[src/rtl/memory_arbiter.sv]
// Single-port memory arbiter between fetch (read-only) and load/store; misaligned fetches become two locked reads.
// Optional: define MEMORY_ARBITER_ROUND_ROBIN_EN for round-robin on contention (default: data over fetch).
`timescale 1ns/1ps

module memory_arbiter #(
  parameter int ADDR_WIDTH = 32
) (
  input  logic                  clock,
  input  logic                  reset_n,

  input  logic                  fetch_req,
  input  logic [ADDR_WIDTH-1:0] fetch_addr,
  output logic                  fetch_ready,
  output logic                  fetch_valid,
  output logic [31:0]           fetch_rdata,

  input  logic                  data_req,
  input  logic                  data_we,
  input  logic [ADDR_WIDTH-1:0] data_addr,
  input  logic [31:0]           data_wdata,
  input  logic [3:0]            data_wmask,
  output logic                  data_ready,
  output logic                  data_valid,
  output logic [31:0]           data_rdata,

  output logic                  mem_en,
  output logic                  mem_we,
  output logic [ADDR_WIDTH-1:0] mem_addr,
  output logic [31:0]           mem_wdata,
  output logic [3:0]            mem_wmask,
  input  logic [31:0]           mem_rdata
);

  typedef enum logic {IDLE, SPLIT} state_t;
  typedef enum logic [1:0] {OWN_NONE, OWN_FETCH, OWN_DATA, OWN_SPLIT} owner_t;

  state_t                state_q, state_d;
  owner_t                owner_q, owner_d;
  logic                  resp_write_q, resp_write_d;
  logic [ADDR_WIDTH-1:0] base_q, base_d;
  logic [15:0]           half_q, half_d;
  logic                  last_fetch_q, last_fetch_d;
  logic                  grant_fetch, grant_data;

  logic [ADDR_WIDTH-1:0] fetch_word, data_word;
  assign fetch_word = {fetch_addr[ADDR_WIDTH-1:2], 2'b00};
  assign data_word  = {data_addr[ADDR_WIDTH-1:2], 2'b00};

  logic unused_addr_bits;
  assign unused_addr_bits = ^{fetch_addr[0], data_addr[1:0]};

  // NOTE: every always_comb output gets a default first, so no path can infer a latch.
  always_comb begin
    state_d      = state_q;
    owner_d      = OWN_NONE;
    resp_write_d = 1'b0;
    base_d       = base_q;
    half_d       = half_q;
    last_fetch_d = last_fetch_q;
    grant_fetch  = 1'b0;
    grant_data   = 1'b0;
    fetch_ready  = 1'b0;
    data_ready   = 1'b0;
    mem_en       = 1'b0;
    mem_we       = 1'b0;
    mem_addr     = '0;
    mem_wdata    = '0;
    mem_wmask    = '0;

    case (state_q)
      IDLE: begin
        if (data_req && fetch_req) begin
`ifdef MEMORY_ARBITER_ROUND_ROBIN_EN
          grant_data  = last_fetch_q;
          grant_fetch = !last_fetch_q;
`else
          grant_data  = 1'b1;
`endif
        end else begin
          grant_data  = data_req;
          grant_fetch = fetch_req;
        end

        if (grant_data) begin
          data_ready   = 1'b1;
          mem_en       = 1'b1;
          mem_we       = data_we;
          mem_addr     = data_word;
          mem_wdata    = data_wdata;
          mem_wmask    = data_wmask;
          owner_d      = OWN_DATA;
          resp_write_d = data_we;
          last_fetch_d = 1'b0;
        end else if (grant_fetch) begin
          fetch_ready  = 1'b1;
          mem_en       = 1'b1;
          mem_addr     = fetch_word;
          last_fetch_d = 1'b1;
          if (fetch_addr[1]) begin
            // Beat 0 data is consumed internally next cycle, not returned.
            state_d = SPLIT;
            base_d  = fetch_word;
          end else begin
            owner_d = OWN_FETCH;
          end
        end
      end

      SPLIT: begin
        mem_en   = 1'b1;
        mem_addr = base_q + ADDR_WIDTH'(4);
        half_d   = mem_rdata[31:16];
        owner_d  = OWN_SPLIT;
        state_d  = IDLE;
      end

      default: state_d = IDLE;
    endcase
  end

  // NOTE: sequential state uses non-blocking assignments so all registers update from pre-edge values.
  always_ff @(posedge clock or negedge reset_n) begin
    if (!reset_n) begin
      state_q      <= IDLE;
      owner_q      <= OWN_NONE;
      resp_write_q <= 1'b0;
      base_q       <= '0;
      half_q       <= '0;
      last_fetch_q <= 1'b1;
    end else begin
      state_q      <= state_d;
      owner_q      <= owner_d;
      resp_write_q <= resp_write_d;
      base_q       <= base_d;
      half_q       <= half_d;
      last_fetch_q <= last_fetch_d;
    end
  end

  always_comb begin
    fetch_valid = 1'b0;
    fetch_rdata = '0;
    data_valid  = 1'b0;
    data_rdata  = '0;
    case (owner_q)
      OWN_FETCH: begin
        fetch_valid = 1'b1;
        fetch_rdata = mem_rdata;
      end
      OWN_SPLIT: begin
        fetch_valid = 1'b1;
        fetch_rdata = {mem_rdata[15:0], half_q};
      end
      OWN_DATA: begin
        data_valid = 1'b1;
        data_rdata = resp_write_q ? 32'h0 : mem_rdata;
      end
      default: ;
    endcase
  end

endmodule

[config.mk]
export PLATFORM = sky130hd
export DESIGN_NAME = memory_arbiter
export DESIGN_NICKNAME = d
export VERILOG_FILES = /design/src/rtl/memory_arbiter.sv
export SDC_FILE = /design/constraint.sdc
export NUM_CORES = 1
export LEC_CHECK = 0
export ABC_AREA = 0
export ABC_CLOCK_PERIOD_IN_PS = 5400
export BUFFER_PORTS_ARGS = -buffer_cell sky130_fd_sc_hd__buf_4
export CAP_MARGIN = 30
export CORE_MARGIN = 8
export CORE_UTILIZATION = 45
export DETAILED_ROUTE_END_ITERATION = 10
export PLACE_DENSITY = 0.84
export SKIP_CTS_REPAIR_TIMING = 1
export SYNTH_ARGS = -nofsm -noshare
export SYNTH_HDL_FRONTEND = slang
export SYNTH_SLANG_ARGS = --single-unit
[constraint.sdc]
create_clock -name clock -period 5.4 [get_ports clock]
set_input_delay 0.81 -clock clock [delete_from_list [all_inputs] [get_ports clock]]
set_output_delay 0.81 -clock clock [all_outputs]
set_load 0.02 [all_outputs]
==> impl_metrics.tcl, run 1 <==
set metrics [dict create \
    ioPinCount 275 \
    cts_num_sinks 50 \
    cpPeakStageDelay_ns 0.87 \
    cp-end-kind "primary output" \
    fin_tns_setup_ns 0 \
    setup_viol 0 \
    wl_per_cell_um 19.5 \
    drc 0 \
    synth_edf_count 0 \
    rr_endpoint "base_q[6]$_DFFE_PN0P_" \
    vias 4573 \
    die_w_um 113 \
    final_core_util_pct 69.2 \
    reg2reg_depth 6 \
    clk_pin_slew_ns 0.08 \
    grt_use_total_pct 24.2 \
    grt_max_degree 56 \
    layout.nets 851 \
    netlist_area_um2 4270 \
    synth_cells 475 \
    ys_top_cells_by_count "and2_1 (73), dfrtp_1 (50), mux2_2 (46), mux2i_1 (36), nor2b_1 (35)" \
    row_count 35 \
    die-area_um2 12900 \
    crit_fanout 35 \
    finalCritPeriodShare_pct 64.5 \
    critPathLaunch "state_q$_DFF_PN0_" \
    start_util_pct 46.2 \
    first_iter_violations 422 \
    portBuffers 269 \
    finalHoldViolCount 0 \
    synthTopCellsByArea "dfrtp_1 (29%), mux2_2 (12%), and2_1 (11%)" \
    yosysSeqAreaShare_pct 29.3 \
    grt_pass1_vias 4812 \
    endpoint "mem_addr[20]" \
    clock_latency_ns 0.30 \
    synth_most_common_cell "and2_1" \
    area_delta_synth_final_pct 49.7 \
    detail_route.first_pass.iterations 5 \
    antenna_found_initial 0 \
    synth_area_leader_cell "dfrtp_1" \
    hold_class "reg2reg" \
    synth_cell_type_count 44 \
    drv_slew 0 \
    cts_tree "yes" \
    synth-async-reset-ratio_pct 100 \
    fmax_mhz 287 \
    max_cap_violations 0 \
    slew-limit-headroom_pct 38.5 \
    placed_area_um2 6300 \
    htreeDepth 2 \
    met2_usage_pct 42.3 \
    ir_drop_mv 0.141 \
    design_area_um2 6390 \
    r2r-start "state_q$_DFF_PN0_" \
    wl_um 16400 \
    syn_area_per_cell_um2 8.99 \
    grt_busiest_layer "met2" \
    gp_congestion 0.948 \
    ys_ff_latch 50 \
    cts-buffers-inserted 5 \
    r2r_slack_ns 2.44 \
    ant_nets 0 \
    grt-ovfl-total 0 \
    rsz0062_at_grt "no" \
    ys.flop_type "dfrtp_1" \
    critPathRequiredTime_ns 4.59 \
    hpwlAfterDp_um 13100 \
    grtUsageMet1_pct 28.5 \
    cts_max_path_buffers 2 \
    crit_arrival_ns 2.67 \
    power_density_nw_per_um2 216 \
    cts_root_buffer "clkbuf_8" \
    p_leak_nw 3.02 \
    tightest_slew_ns 0.922 \
    core_area_um2 9240 \
    grt_pass1_wl_um 25500 \
    viasPerCell 5.42 \
    crit_slowest_cell "dfrtp_2" \
    crit_chain "buf_4 -> inv_1 -> nor4_1 -> mux2i_1 -> nand3_1 -> buf_4" \
    crit_path_start_kind "flip-flop" \
    grtUsageMet3_pct 7.03 \
    clock_skew_ns 0.0112 \
    min_period_ns 3.48 \
    antenna_cells 0 \
    outcome "finished, final reports clean" \
    worst_path_most_repeated_cell "buf_4" \
    synth_top_area_share_pct 29.3 \
    drive_gt1_share_pct 48.3 \
    yosysWarnings 0 \
    nFillCells 749 \
    critPathKind "reg2out" \
    die_h_um 113 \
]
-- layout make-up --
cell class | count | area, um^2 | share of cell area [%]
timing repair buffer | 274 | 2070 | 32.4
clock inverter | 2 | 12.5 | 0.196
multi-input combinational | 377 | 2790 | 43.7
tap | 129 | 161 | 2.53
inverter | 5 | 18.8 | 0.294
sequential | 50 | 1250 | 19.6
clock buffer | 6 | 82.6 | 1.29
-- stage by stage --
step	worst slack (ns)	power, mW	hold WS [ns]	std cells
5_1_grt	1.73	1.46	0.539	843
6_report	1.92	1.38	0.515	843
3_3_place_gp	2.16	1.14	0.492	834
4_1_cts	1.89	1.39	0.521	843
3_5_place_dp	2.23	1.16	0.498	835
2_1_floorplan	2.63	0.894	0.480	476
-- how the worst min path moves through the flow --
| stage | to | slack [ns] | cells after the start | start |
|---|---|---|---|---|
| after floorplan | half_q[0]$_DFFE_PN0P_ | 0.48 | 1 | half_q[0]$_DFFE_PN0P_ |
| after global placement | half_q[6]$_DFFE_PN0P_ | 0.49 | 1 | half_q[6]$_DFFE_PN0P_ |
| after detailed placement | half_q[6]$_DFFE_PN0P_ | 0.50 | 1 | half_q[6]$_DFFE_PN0P_ |
| after CTS | half_q[6]$_DFFE_PN0P_ | 0.52 | 1 | half_q[6]$_DFFE_PN0P_ |
| after global routing | half_q[15]$_DFFE_PN0P_ | 0.54 | 1 | half_q[15]$_DFFE_PN0P_ |
| final | half_q[8]$_DFFE_PN0P_ | 0.51 | 1 | half_q[8]$_DFFE_PN0P_ |
-- critical path: cells and delay by family (launching register included) --
family,cells,cell delay (ns)
flip-flops,1,0.87
multiplexers,1,0.12
buffers and inverters,3,0.89
AND/OR/NAND/NOR,2,0.49
-- report_power, final --
| part | leakage, nW | internal, mW | switching (mW) |
|---|---|---|---|
| Clock | 0.0472 | 0.103 | 0.126 |
| Sequential | 0.593 | 0.447 | 0.109 |
| Combinational | 2.38 | 0.303 | 0.294 |
| Total | 3.02 | 0.853 | 0.530 |
-- cell usage in the layout (no fill, tap or decap), types with 2 or more instances in the layout --
cell	n
dfrtp_1	48
a21o_1	2
nand3b_1	3
conb_1	2
inv_1	5
nand4b_1	5
dfrtp_2	2
a222oi_1	3
nand2_1	22
clkbuf_8	6
a21oi_1	12
mux2i_1	36
nor4_1	10
nand4_4	2
nor3_1	8
nand3_1	22
a221oi_1	7
a31o_2	4
o21ai_0	8
nand4_1	13
and2_1	73
a22oi_1	18
a32o_1	2
nand2b_1	2
nor4_4	3
xnor2_1	13
nor2_1	15
mux2_2	46
buf_4	273
nor2b_1	34
-- state kept, by name (all words and copies together) (netlist names) --
name,cells
owner_q,2
resp_write_q,1
half_q,16
state_q,1
base_q,30
-- cells by family (layout without fill, tap and decap cells) --
kind of cell	count (synthesis)	in the layout	share of synthesized area (%)
AOI/OAI and AO/OA	59	59	9.79
xor gates and xnor gates	14	14	2.87
adders and majority gates	1	1	0.293
buffers and inverters	49	287	5.54
DFF	50	50	29.3
muxes	82	82	20.6
other	1	2	0.0878
and+or+nand+nor	219	219	31.5
-- per-layer routing --
layer | share of wire, % | routed length, um | up-vias
met5 | 0 | 0 | -
met4 | 1.9 | 318 | 0
met3 | 8.5 | 1400 | 23
met2 | 49 | 8070 | 238
met1 | 40 | 6630 | 2158
li1 | - | - | 2154
Note: power is estimated with default switching activity, not from simulation.
==> run 2, diff against run 1 <==
--- a/config.mk
+++ b/config.mk
@@ -6,13 +6,13 @@
 export NUM_CORES = 1
 export LEC_CHECK = 0
 export ABC_AREA = 0
-export ABC_CLOCK_PERIOD_IN_PS = 5400
+export ABC_CLOCK_PERIOD_IN_PS = 3600
 export BUFFER_PORTS_ARGS = -buffer_cell sky130_fd_sc_hd__buf_4
 export CAP_MARGIN = 30
 export CORE_MARGIN = 8
-export CORE_UTILIZATION = 45
+export CORE_UTILIZATION = 44
 export DETAILED_ROUTE_END_ITERATION = 10
-export PLACE_DENSITY = 0.84
+export PLACE_DENSITY = 0.83
 export SKIP_CTS_REPAIR_TIMING = 1
 export SYNTH_ARGS = -nofsm -noshare
 export SYNTH_HDL_FRONTEND = slang
==> constraint.sdc (replaced) <==
create_clock -name clock -period 3.6 [get_ports clock]
set_input_delay 0.54 -clock clock [delete_from_list [all_inputs] [get_ports clock]]
set_output_delay 0.54 -clock clock [all_outputs]
set_load 0.02 [all_outputs]
==> run 2 against run 1 <==
- final cell count grew 0.59%
- clock-buffer cell count unchanged
- worst hold slack got worse by 0.27 ns
- largest cell class unchanged
- largest power group unchanged
- highest routed layer unchanged
==> impl_metrics.tcl, run 2 (same netlist as run 1, synthesis figures left out) <==
set metrics [dict create \
    largest_register "base_q" \
    area_delta_synth_final_pct 50.3 \
    tightest_slew_ns 0.671 \
    cts_tree "yes" \
    ioPinCount 275 \
    portBuffers 269 \
    drc 0 \
    antenna_cells 0 \
    crit_path_start_kind "flip-flop" \
    outcome "finished, final reports clean" \
    place_ws_ns 0.940 \
    ir_drop_mv 0.210 \
    top_regs "base_q (30), half_q (16), owner_q (2)" \
    power_density_nw_per_um2 338 \
    worst_slack_ns 0.758 \
    core_area_um2 9590 \
    r2r_slack_ns 0.91 \
    crit_fanout 35 \
    die-area_um2 13100 \
    row_count 36 \
    cts_root_buffer "clkbuf_8" \
    detail_route.first_pass.iterations 6 \
    clock_latency_ns 0.32 \
    vias 4566 \
    final_common_cell "buf_4" \
    crit_arrival_ns 2.30 \
    critPathKind "reg2out" \
    cts-buffers-inserted 5 \
    drive_gt1_share_pct 48.3 \
    grt_pass1_vias 4733 \
    finalHoldViolCount 0 \
    critPathRequiredTime_ns 3.06 \
    antenna_found_initial 0 \
    cp-end-kind "primary output" \
    grt_pass1_wl_um 24900 \
    die_h_um 115 \
    reg2reg_depth 5 \
    viasPerCell 5.38 \
    fin_tns_setup_ns 0 \
    rsz0062_at_grt "no" \
    design_area_um2 6420 \
    clock_skew_ns 0.0205 \
    die_w_um 115 \
    start_util_pct 44.5 \
    wl_um 16400 \
    max_cap_violations 0 \
    cts_max_path_buffers 2 \
    gp_congestion 0.864 \
    fmax_mhz 352 \
    hold_class "in2async" \
    grt_max_degree 51 \
    final_cell_mix "buf_4 (275), and2_1 (73), dfrtp_1 (49)" \
    placed_area_um2 6290 \
    grt_use_total_pct 23.6 \
    cts_num_sinks 50 \
    htreeDepth 2 \
    clk_pin_slew_ns 0.11 \
    grt-ovfl-total 0 \
    min_period_ns 2.84 \
    hpwlAfterDp_um 13200 \
    layout.nets 852 \
    slew-limit-headroom_pct 55.3 \
    rr_endpoint "base_q[22]$_DFFE_PN0P_" \
    ant_nets 0 \
    setup_viol 0 \
    hold_slack_ns 0.244 \
    wl_per_cell_um 19.4 \
    largest_reg_flops 30 \
    p_leak_nw 3.04 \
    first_iter_violations 364 \
    r2r-start "state_q$_DFF_PN0_" \
    finalCritPeriodShare_pct 78.9 \
    drv_slew 0 \
]
run 2: final cells by class:
| class | instances | area (um^2) |
|---|---|---|
| Tap cell | 133 | 166 |
| Clock buffer | 6 | 82.6 |
| Clock inverter | 2 | 38.8 |
| Sequential cell | 50 | 1250 |
| Multi-Input combinational cell | 377 | 2790 |
| Timing Repair Buffer | 275 | 2060 |
| Inverter | 5 | 18.8 |
| Fill cell | 804 | 3180 |
run 2: where the power goes:
| group | internal, mW | switching [mW] | total, mW | leakage (nW) |
|---|---|---|---|---|
| logic | 0.452 | 0.453 | 0.905 | 2.38 |
| registers | 0.671 | 0.156 | 0.826 | 0.594 |
| clock network | 0.229 | 0.206 | 0.435 | 0.0618 |
run 2: per-stage QoR:
step                      cells  power (mW)  utilization, %
after global placement      840        1.71            65.6
after detailed placement    840        1.74            65.6
final                       848        2.17            66.9
after floorplan             476        1.34               -
after CTS                   848        2.18            66.9
after global routing        848        2.29            66.9
run 2: worst max path at each step:
stage                 startpoint                      to  slack (ns)  depth (start not counted)
2_1_floorplan           data_req            mem_addr[10]        1.37                          5
3_3_place_gp            data_req  base_q[18]$_DFFE_PN0P_        0.95                          6
3_5_place_dp            data_req   base_q[9]$_DFFE_PN0P_        0.94                          6
4_1_cts        state_q$_DFF_PN0_                  mem_we        0.72                          4
5_1_grt        state_q$_DFF_PN0_                  mem_we        0.58                          4
6_report       state_q$_DFF_PN0_                  mem_we        0.76                          4
run 2: worst max-delay path, cell delays in order, from the launching register on:
cell and delay (ns):
dfrtp_2 0.64, nor2b_4 0.61, buf_4 0.38, and2_1 0.19
buf_4 0.15
run 2: metal layers:
layer / vias to the layer above / wire, um / track usage (%)
li1: 2167 / - / -
met1: 2168 / 6410 / 27.0
met2: 213 / 8560 / 43.7
met3: 18 / 1330 / 5.49
met4: 0 / 148 / 4.26
met5: - / 0 / 0
==> run 3, diff against run 2 <==
--- a/config.mk
+++ b/config.mk
@@ -6,7 +6,7 @@
 export NUM_CORES = 1
 export LEC_CHECK = 0
 export ABC_AREA = 0
-export ABC_CLOCK_PERIOD_IN_PS = 3600
+export ABC_CLOCK_PERIOD_IN_PS = 2800
 export BUFFER_PORTS_ARGS = -buffer_cell sky130_fd_sc_hd__buf_4
 export CAP_MARGIN = 30
 export CORE_MARGIN = 8
==> constraint.sdc (replaced) <==
create_clock -name clock -period 2.8 [get_ports clock]
set_input_delay 0.42 -clock clock [delete_from_list [all_inputs] [get_ports clock]]
set_output_delay 0.42 -clock clock [all_outputs]
set_load 0.02 [all_outputs]
==> run 3 against run 2 <==
- power increased by 25%
- sequential power increased by 27%
- final cell count increased by 0.59%
- global-route usage increased by 0.33 points
- largest cell class unchanged
==> impl_metrics.tcl, run 3 (same netlist as run 1, synthesis figures left out) <==
set metrics [dict create \
    critPathKind "reg2out" \
    max_cap_violations 0 \
    first_iter_violations 419 \
    largest_reg_flops 30 \
    wl_um 16500 \
    final_cell_mix "buf_4 (279), and2_1 (73), dfrtp_1 (49)" \
    ant_nets 0 \
    crit_path_start_kind "flip-flop" \
    place_ws_ns 0.368 \
    crit_slowest_cell "nor4_2" \
    top_regs "base_q (30), half_q (16), owner_q (2)" \
    grt-ovfl-total 0 \
    ir_drop_mv 0.290 \
    die_h_um 115 \
    cp-end-kind "primary output" \
    die-area_um2 13100 \
    drv_slew 0 \
    ff_latch_area_um2 1250 \
    antenna_found_initial 0 \
    viasPerCell 5.45 \
    detail_route.first_pass.iterations 6 \
    multi_input_area_um2 2800 \
    finalHoldViolCount 0 \
    design_area_um2 6450 \
    path_buf_inv 1 \
    outcome "finished, final reports clean" \
    setup_viol 0 \
    finalCritPeriodShare_pct 93.6 \
    grt_pass1_vias 4777 \
    cts_tree "yes" \
    area_delta_synth_final_pct 51.0 \
    tightest_slew_ns 0.673 \
    grt_use_total_pct 24.0 \
    final_core_util_pct 67.2 \
    ioPinCount 275 \
    placed_area_um2 6340 \
    crit_chain "nand3_2 -> nor4_2 -> a21oi_1 -> nand3b_1 -> buf_4" \
    drive_gt1_share_pct 48.8 \
    htreeDepth 2 \
    grt_pass1_wl_um 25300 \
    rsz0062_at_grt "no" \
    nFillCells 783 \
    hpwlAfterDp_um 13200 \
    largest_register "base_q" \
    critPathRequiredTime_ns 2.38 \
    power_density_nw_per_um2 421 \
    cpPeakStageDelay_ns 0.62 \
    antenna_cells 0 \
    slew-limit-headroom_pct 55.2 \
    drc 0 \
    gp_congestion 0.859 \
    cts-buffers-inserted 5 \
    crit_arrival_ns 2.20 \
    min_period_ns 2.62 \
    cts_num_sinks 50 \
    start_util_pct 44.5 \
    die_w_um 115 \
    worst_slack_ns 0.179 \
    p_leak_nw 3.05 \
    row_count 36 \
    crit_fanout 10 \
    hold_class "in2async" \
    fin_tns_setup_ns 0 \
    wl_per_cell_um 19.4 \
    cpLargestDelayFamily "simple AND/OR/NAND/NOR gates" \
    cts_max_path_buffers 2 \
    core_area_um2 9590 \
    layout.nets 857 \
    clock_skew_ns 0.00456 \
    portBuffers 269 \
    vias 4649 \
    final_common_cell "buf_4" \
    fmax_mhz 382 \
    cts_root_buffer "clkbuf_8" \
    grt_max_degree 51 \
    clock_latency_ns 0.31 \
    clk_pin_slew_ns 0.10 \
]
[run 3: cell count changes in the layout (fill, tap and decap cells not counted), sizes merged]
cell      before  now
buf          275  280
bufinv         1    0
clkinvlp       0    1
[run 3: cell type report]
type,count,share of cell area [%]
clock buffers,6,1.28
clock inverters,2,0.252
inverters,5,0.291
multi-input cells,377,43.4
flip-flops and latches,50,19.4
well taps,133,2.58
repair buffers,280,32.8
[run 3: final timing paths]
path / end / from / cells after the start / slack, ns
setup / recovery: mem_addr[27] / base_q[13]$_DFFE_PN0P_ / 5 / 0.18
hold / removal: base_q[7]$_DFFE_PN0P_ / reset_n / 1 / 0.13
setup reg to reg: base_q[4]$_DFFE_PN0P_ / state_q$_DFF_PN0_ / 5 / 0.53
hold reg to reg: half_q[7]$_DFFE_PN0P_ / half_q[7]$_DFFE_PN0P_ / 1 / 0.52
max in group asynchronous: state_q$_DFF_PN0_ / reset_n / 1 / 2.19
min in group clock: owner_q[0]$_DFF_PN0_ / fetch_addr[1] / 2 / 0.28
[run 3: routing by layer]
| metal | up-vias | global-route usage, % | share of wire [%] |
|---|---|---|---|
| met5 | - | 0 | 0 |
| met3 | 16 | 5.12 | 7.3 |
| met4 | 0 | 5.15 | 1.2 |
| li1 | 2171 | - | - |
| met1 | 2246 | 29.2 | 40 |
| met2 | 216 | 42.0 | 51 |
[run 3: stage by stage]
stage                     std cells  power (mW)  hold WS [ns]
after floorplan                 476        1.72         0.124
after global placement          845        2.21         0.490
after detailed placement        845        2.25         0.497
after CTS                       853        2.73         0.157
after global routing            853        2.87         0.172
final                           853        2.71         0.135
[run 3: power breakdown]
group          switching (mW)  leakage (nW)  total [mW]  internal, mW
Combinational           0.595          2.41        1.19         0.592
Clock                   0.271        0.0478       0.476         0.204
Sequential              0.189         0.594        1.05         0.862
Total                    1.06          3.05        2.71          1.66
